--- config.mk ---
export PLATFORM = sky130hd
export DESIGN_NAME = norm_share_arb
export DESIGN_NICKNAME = d
export VERILOG_FILES = /design/src/rtl/norm_share_arb.sv
export SDC_FILE = /design/constraint.sdc
export NUM_CORES = 1
export LEC_CHECK = 0
export ABC_AREA = 1
export CELL_PAD_IN_SITES_DETAIL_PLACEMENT = 1
export CELL_PAD_IN_SITES_GLOBAL_PLACEMENT = 1
export CORE_AREA = 2 2 284 286
export CTS_BUF_LIST = sky130_fd_sc_hd__clkbuf_8
export CTS_CLUSTER_SIZE = 24
export DETAILED_ROUTE_END_ITERATION = 8
export DIE_AREA = 0 0 286 288
export GPL_TIMING_DRIVEN = 1
export HOLD_SLACK_MARGIN = 0.08
export PLACE_DENSITY_LB_ADDON = 0.2
export SLEW_MARGIN = 20
export SYNTH_ARGS = -nofsm -noshare
export SYNTH_HDL_FRONTEND = slang
export SYNTH_SLANG_ARGS = --single-unit
--- constraint.sdc ---
create_clock -name clk -period 10.2 [get_ports clk]
set_input_delay 2.04 -clock clk [delete_from_list [all_inputs] [get_ports clk]]
set_output_delay 2.04 -clock clk [all_outputs]
set_load 0.05 [all_outputs]
--- src/rtl/norm_share_arb.sv ---
// ----------------------------------------------------------------------------
// norm_share_arb
//
// Shares one combinational normalizeAndExpUpdate instance between two FMA
// lanes. Each lane offers an operand bundle with a valid/ready handshake; a
// round-robin arbiter picks one per cycle. The winner is registered onto the
// normalizer inputs (S1). The normalizer result is then captured, together
// with owner and tag, into a backpressured output register (S2).
//
// Ports
//   clk, rst            clock (rising edge), asynchronous active-high reset
//   reqN_*  (N=0,1)     lane operand bundle: valid/ready, prenorm, lza_shamt,
//                       shamt, cexp_small, res_exp, tag
//   nrm_*   (out)       S1 register contents driven to the normalizer
//   nrm_normalized/nrm_exp/nrm_exp_corr (in)  normalizer result
//   out_*               S2 result: valid/ready, owner, tag, normalized,
//                       exp, exp_corr
// ----------------------------------------------------------------------------
module norm_share_arb #(
    parameter int  SIG_WIDTH = 52,
    parameter int  EXP_WIDTH = 11,
    parameter int  TAG_W     = 4,
    localparam int PW        = 3 * (SIG_WIDTH + 1) + 8,
    localparam int NW        = SIG_WIDTH + 4
) (
    input  logic                 clk,
    input  logic                 rst,

    input  logic                 req0_valid,
    output logic                 req0_ready,
    input  logic [PW-1:0]        req0_prenorm,
    input  logic [6:0]           req0_lza_shamt,
    input  logic [6:0]           req0_shamt,
    input  logic                 req0_cexp_small,
    input  logic [EXP_WIDTH-1:0] req0_res_exp,
    input  logic [TAG_W-1:0]     req0_tag,

    input  logic                 req1_valid,
    output logic                 req1_ready,
    input  logic [PW-1:0]        req1_prenorm,
    input  logic [6:0]           req1_lza_shamt,
    input  logic [6:0]           req1_shamt,
    input  logic                 req1_cexp_small,
    input  logic [EXP_WIDTH-1:0] req1_res_exp,
    input  logic [TAG_W-1:0]     req1_tag,

    output logic [PW-1:0]        nrm_prenorm,
    output logic [6:0]           nrm_lza_shamt,
    output logic [6:0]           nrm_shamt,
    output logic                 nrm_cexp_small,
    output logic [EXP_WIDTH-1:0] nrm_res_exp,
    input  logic [NW-1:0]        nrm_normalized,
    input  logic [EXP_WIDTH-1:0] nrm_exp,
    input  logic                 nrm_exp_corr,

    output logic                 out_valid,
    input  logic                 out_ready,
    output logic                 out_owner,
    output logic [TAG_W-1:0]     out_tag,
    output logic [NW-1:0]        out_normalized,
    output logic [EXP_WIDTH-1:0] out_exp,
    output logic                 out_exp_corr
);

    // S1: registered winning bundle, drives the normalizer
    logic                 s1_valid_q,   s1_valid_d;
    logic                 s1_owner_q,   s1_owner_d;
    logic [PW-1:0]        s1_prenorm_q, s1_prenorm_d;
    logic [6:0]           s1_lza_q,     s1_lza_d;
    logic [6:0]           s1_shamt_q,   s1_shamt_d;
    logic                 s1_cexp_q,    s1_cexp_d;
    logic [EXP_WIDTH-1:0] s1_res_exp_q, s1_res_exp_d;
    logic [TAG_W-1:0]     s1_tag_q,     s1_tag_d;

    // S2: captured normalizer result
    logic                 s2_valid_q,   s2_valid_d;
    logic                 s2_owner_q,   s2_owner_d;
    logic [TAG_W-1:0]     s2_tag_q,     s2_tag_d;
    logic [NW-1:0]        s2_norm_q,    s2_norm_d;
    logic [EXP_WIDTH-1:0] s2_exp_q,     s2_exp_d;
    logic                 s2_corr_q,    s2_corr_d;

    logic                 last_grant_q, last_grant_d;

    logic s2_adv, s1_adv, s1_load;
    logic any_valid, sel, hs;

    always_comb begin
        s2_adv    = !s2_valid_q | out_ready;
        s1_adv    = s1_valid_q & s2_adv;
        // S1 may refill in the same cycle it hands its bundle to S2
        s1_load   = !s1_valid_q | s2_adv;
        any_valid = req0_valid | req1_valid;
        // Contention goes to the lane that did not win last; a lone
        // requester always wins. last_grant only moves on a handshake.
        sel       = (req0_valid & req1_valid) ? ~last_grant_q : req1_valid;
        hs        = s1_load & any_valid;
    end

    assign req0_ready = s1_load & req0_valid & !sel;
    assign req1_ready = s1_load & req1_valid &  sel;

    always_comb begin
        s1_valid_d   = s1_valid_q;
        s1_owner_d   = s1_owner_q;
        s1_prenorm_d = s1_prenorm_q;
        s1_lza_d     = s1_lza_q;
        s1_shamt_d   = s1_shamt_q;
        s1_cexp_d    = s1_cexp_q;
        s1_res_exp_d = s1_res_exp_q;
        s1_tag_d     = s1_tag_q;
        last_grant_d = last_grant_q;

        if (hs) begin
            s1_valid_d   = 1'b1;
            s1_owner_d   = sel;
            last_grant_d = sel;
            s1_prenorm_d = sel ? req1_prenorm    : req0_prenorm;
            s1_lza_d     = sel ? req1_lza_shamt  : req0_lza_shamt;
            s1_shamt_d   = sel ? req1_shamt      : req0_shamt;
            s1_cexp_d    = sel ? req1_cexp_small : req0_cexp_small;
            s1_res_exp_d = sel ? req1_res_exp    : req0_res_exp;
            s1_tag_d     = sel ? req1_tag        : req0_tag;
        end else if (s1_adv) begin
            // Data is left in place; only the valid bit drops
            s1_valid_d = 1'b0;
        end
    end

    always_comb begin
        s2_valid_d = s2_valid_q;
        s2_owner_d = s2_owner_q;
        s2_tag_d   = s2_tag_q;
        s2_norm_d  = s2_norm_q;
        s2_exp_d   = s2_exp_q;
        s2_corr_d  = s2_corr_q;

        if (s1_adv) begin
            s2_valid_d = 1'b1;
            s2_owner_d = s1_owner_q;
            s2_tag_d   = s1_tag_q;
            s2_norm_d  = nrm_normalized;
            s2_exp_d   = nrm_exp;
            s2_corr_d  = nrm_exp_corr;
        end else if (out_ready) begin
            s2_valid_d = 1'b0;
        end
    end

    always_ff @(posedge clk or posedge rst) begin
        if (rst) begin
            s1_valid_q   <= 1'b0;
            s1_owner_q   <= 1'b0;
            s1_prenorm_q <= '0;
            s1_lza_q     <= '0;
            s1_shamt_q   <= '0;
            s1_cexp_q    <= 1'b0;
            s1_res_exp_q <= '0;
            s1_tag_q     <= '0;
            s2_valid_q   <= 1'b0;
            s2_owner_q   <= 1'b0;
            s2_tag_q     <= '0;
            s2_norm_q    <= '0;
            s2_exp_q     <= '0;
            s2_corr_q    <= 1'b0;
            // Lane 0 wins the first contention after reset
            last_grant_q <= 1'b1;
        end else begin
            s1_valid_q   <= s1_valid_d;
            s1_owner_q   <= s1_owner_d;
            s1_prenorm_q <= s1_prenorm_d;
            s1_lza_q     <= s1_lza_d;
            s1_shamt_q   <= s1_shamt_d;
            s1_cexp_q    <= s1_cexp_d;
            s1_res_exp_q <= s1_res_exp_d;
            s1_tag_q     <= s1_tag_d;
            s2_valid_q   <= s2_valid_d;
            s2_owner_q   <= s2_owner_d;
            s2_tag_q     <= s2_tag_d;
            s2_norm_q    <= s2_norm_d;
            s2_exp_q     <= s2_exp_d;
            s2_corr_q    <= s2_corr_d;
            last_grant_q <= last_grant_d;
        end
    end

    assign nrm_prenorm    = s1_prenorm_q;
    assign nrm_lza_shamt  = s1_lza_q;
    assign nrm_shamt      = s1_shamt_q;
    assign nrm_cexp_small = s1_cexp_q;
    assign nrm_res_exp    = s1_res_exp_q;

    assign out_valid      = s2_valid_q;
    assign out_owner      = s2_owner_q;
    assign out_tag        = s2_tag_q;
    assign out_normalized = s2_norm_q;
    assign out_exp        = s2_exp_q;
    assign out_exp_corr   = s2_corr_q;

endmodule

# --- After elaboration in Yosys (flattened, before gate mapping) ---
# Cells that the tools add are included.
word_totals:
  reg_bits: 274
  inputBits: 467
  out_inout_bits: 269
  wordCells: 42
op_classes:
  mux: 11
  bitwise: 11
  n_reduce_logical: 5
op_table:
  columns: ["op", "n"]
  rows:
  - ["two-way mux 167 bit", 1]
  - ["two-way mux 7 bit", 2]
  - ["two-way mux 11 bit", 1]
  - ["AND 1 bit", 7]
  - ["two-way mux 1 bit", 6]
  - ["two-way mux 4 bit", 1]
  - ["nonzero test 2 bit", 2]
  - ["zero test 1 bit", 3]
  - ["OR 1 bit", 3]
  - ["inverter 1 bit", 1]

# --- Depth between registers and ports, before layout ---
depth:
  depth_word: 5
  depth_mapped: 9
  ltp_nobuf: 6

# --- Worst setup path before layout ---
# OpenSTA, ideal clock, no wires.
synth_timing:
  path_type: "in2out"
  startpoint: "in req1_valid"
  endpoint: "out req1_ready"
  arrival_ns: 3.237
  t_required_ns: 8.160
  slack_ns: 4.923
  path_stages: 5
  n_path_buf: 3
  cell_sequence: "buf_4 -> nand2_1 -> buf_2 -> buf_2 -> nor2_1"
synth_via:
  elab_chain_cells: 3
  word_cells_on_any_way: 4
  classes_between: "mux: 1; bitwise: 3"
synth_rtl:
  columns: ["element", "line", "text"]
  rows:
  - ["start, declared", "38", "input logic req1_valid,"]
  - ["AND 1 bit", "96", "sel = (req0_valid & req1_valid) ? ~last_grant_q : req1_valid;"]
  - ["two-way mux 1 bit", "96", null]
  - ["AND 1 bit (*)", "101", "assign req1_ready = s1_load & req1_valid & sel;"]
  - ["end, declared", "39", "output logic req1_ready,"]
# Mark *: on every way between the ends. The rest lies on a longest branch, timed or not.

# --- Worst setup path in the final report ---
layout_timing:
  startpoint: "in req0_valid"
  endpoint: "out req0_ready"
layout_via:
  elab_chain_cells: 4
  word_cells_on_any_way: 5
  classes_between: "mux: 1; bitwise: 3; reduce/logical: 1"
layout_rtl:
  columns: ["element", "line", "text"]
  rows:
  - ["start, declared", "29", "input logic req0_valid,"]
  - ["AND 1 bit", "96", null]
  - ["two-way mux 1 bit", "96", null]
  - ["zero test 1 bit", "100", "assign req0_ready = s1_load & req0_valid & !sel;"]
  - ["AND 1 bit (*)", "100", null]
  - ["end, declared", "30", "output logic req0_ready,"]
# Marked as above.

==> flow_summary.ini <==
[die]
rows = 104
num_io_pins = 736
initial_utilization = 0.167
core_area_um2 = 79600
die_h_um = 288
dieArea_um2 = 82400
die_w_um = 286

[worst_setup_path]
r2r-start = last_grant_q
cp_max_fo = 121
critPathLaunch = req0_valid
crit_path_end = req0_ready
reg2reg_setup_slack_ps = 6610
critPathLaunchType = input port
path_class = input port to output pin
worst_setup_path_end_kind = output pin
rr_worst_depth = 8
critPathArrivalTime_ps = 4850
reg2reg_to = nrm_prenorm[11]
worstPathRequired_ps = 8160

[finish]
post-route-util = 0.283
drive_gt1_frac = 0.0410
final_cells = 3607
syn_to_final_growth_pct = 69.9
seq_area_um2 = 6860
fill_cells = 9517
nets = 2969
multi_input_area_um2 = 5710

[drt]
via_per_inst = 4.09
drcViolationCount = 0
drtPass1Iterations = 4
postRouteAntennaNets = 0
via_count = 14700
wl_per_cell_um = 19.5
drtIter0Drc = 630
routed_wl_um = 70200

[global_route]
grtUsageTotal = 0.164
grt_pass1_wl_um = 102000
grt_pass1_vias = 15700
grt_antenna_before_repair = 12
gr-total-overflow = 0
grt_max_degree = 143

[yosys]
synth_nets = 2294
ys_seq_area_frac = 0.516
syn-cell-area_um2 = 13300
syn_inst = 1827
synth_warnings = 0
ys_types = 15
avgSynthCellArea_um2 = 7.27
ys_ff_latch = 274

[timing]
tns_ps = 0
tightest_slew_ps = 1060
final_max_slew_viol_count = 0
fin_ws_ps = 3310
finalCriticalPeriod_ps = 6890
finClkSkew_ps = 27.0
max_slew_margin = 0.294
fin_crit_sh = 0.676
rsz0062_at_grt = no
fmax_ghz = 0.145
setup_viol = 0
hold_violations = 0

[cts]
cts_htree_levels = 2
cts_resized = 0
clk_latency_ps = 650
cts.path.max_buffers = 3
holdBufCountCts = 0
cts_tree = yes
cts_sinks = 274
ctsRootBufferMaster = clkbuf_8
numCtsBuffers = 56
post_cts.repair.setup_buffers = 0
clk_pin_slew_ps = 60

[placement]
globalplace.congestion = 0.822
detailed_place_hpwl_um = 49800
dp_slack_ps = 3220
io_buffer_count = 735
dp_cells = 3502

[job]
cap_violations = 0

[worst_hold_path]
hp-class = flip-flop to flip-flop

[power]
p_leak_nw = 11.0
ir_worst_vdd_v = 0.0000866
powerDensity_nw_per_um2 = 227

[outcome]
status = finished, final reports clean
## worst max-delay path, stage by stage
cell and delay, ps:
clkdlybuf4s50_1 610, nand2_8 430, nand2_4 590, and3_1 240, clkdlybuf4s50_1 810
## per-stage QoR
step | instance area (um2) | power [mW] | hold WS [ps]
floorplan | 13300 | 2.99 | 449
global placement | 21400 | 4.00 | 452
detailed placement | 21400 | 4.02 | 459
CTS | 22500 | 5.23 | 473
global route | 22600 | 5.42 | 495
finish | 22600 | 5.12 | 466
## Yosys cell counts (all sizes together)
library cell / number / area share
and3: 1 / 0.00047
nor2: 1 / 0.00028
o21ai: 2 / 0.00075
clkbuf: 25 / 0.0071
dfstp: 1 / 0.0020
dfrtp: 273 / 0.51
nand2: 1141 / 0.32
buf: 107 / 0.049
nand3: 271 / 0.10
inv: 5 / 0.0014
## placed cells by master, fill, tap and decap left out
cell type / instances
dfstp_2: 1
nand2_8: 2
clkbuf_8: 71
buf_12: 2
inv_1: 14
inv_6: 2
nand2_4: 3
inv_8: 1
o21ai_0: 2
nand3_1: 271
nor2_1: 1
clkdlybuf4s50_1: 734
dfrtp_1: 272
buf_6: 1
clkinv_8: 1
diode_2: 12
buf_4: 10
and3_1: 1
nand2_1: 1136
clkinv_2: 6
inv_2: 1
dfrtp_4: 1
buf_16: 2
## sequential cells by signal (all words and copies together) (netlist names)
register	flops
nrm_res_exp	11
nrm_shamt	7
out_exp_corr	1
s1_tag_q	4
last_grant_q	1
s1_valid_q	1
out_valid	1
out_tag	4
nrm_cexp_small	1
nrm_lza_shamt	7
s1_owner_q	1
out_normalized	56
out_exp	11
out_owner	1
nrm_prenorm	167
## routing by layer
metal	GRT usage	vias to the layer above	share of wire
met5	0	-	0.00011
li1	-	7031	-
met3	0.0435	111	0.065
met1	0.191	7150	0.40
met4	0.0581	2	0.030
met2	0.289	453	0.51
## where the power goes
part           internal [mW]  total [mW]  switching, mW
Clock                  0.617        1.15          0.529
Combinational          0.778        2.45           1.67
Sequential              1.36        1.52          0.163
Total                   2.76        5.12           2.36
## cells by family (layout without fill, tap and decap cells)
kind of cell / Yosys count / after routing / share of synthesized area
DFF: 274 / 274 / 0.516
other: 0 / 12 / 0
and+or+nand+nor: 1414 / 1414 / 0.426
buffers and inverters: 137 / 845 / 0.0571
AOI/OAI and AO/OA: 2 / 2 / 0.000754
## worst min-delay path by stage
stage,end,depth (start not counted),start,slack [ps]
floorplan,s1_tag_q[0],2,s1_tag_q[0],450
finish,out_normalized[37],2,out_normalized[37],470
detailed placement,out_normalized[37],2,out_normalized[37],460
global route,out_normalized[37],2,out_normalized[37],500
global placement,out_normalized[12],2,out_normalized[12],450
CTS,out_normalized[37],2,out_normalized[37],470
## final cells by class
type / count / area share
Antenna cell: 12 / 0.00133
Clock buffer: 71 / 0.0433
Clock inverter: 20 / 0.00444
Inverter: 5 / 0.00139
Timing Repair Buffer: 749 / 0.334
Multi-Input combinational cell: 1416 / 0.253
Tap cell: 1060 / 0.0588
Sequential cell: 274 / 0.304
Note: power is estimated with default switching activity, not from simulation.
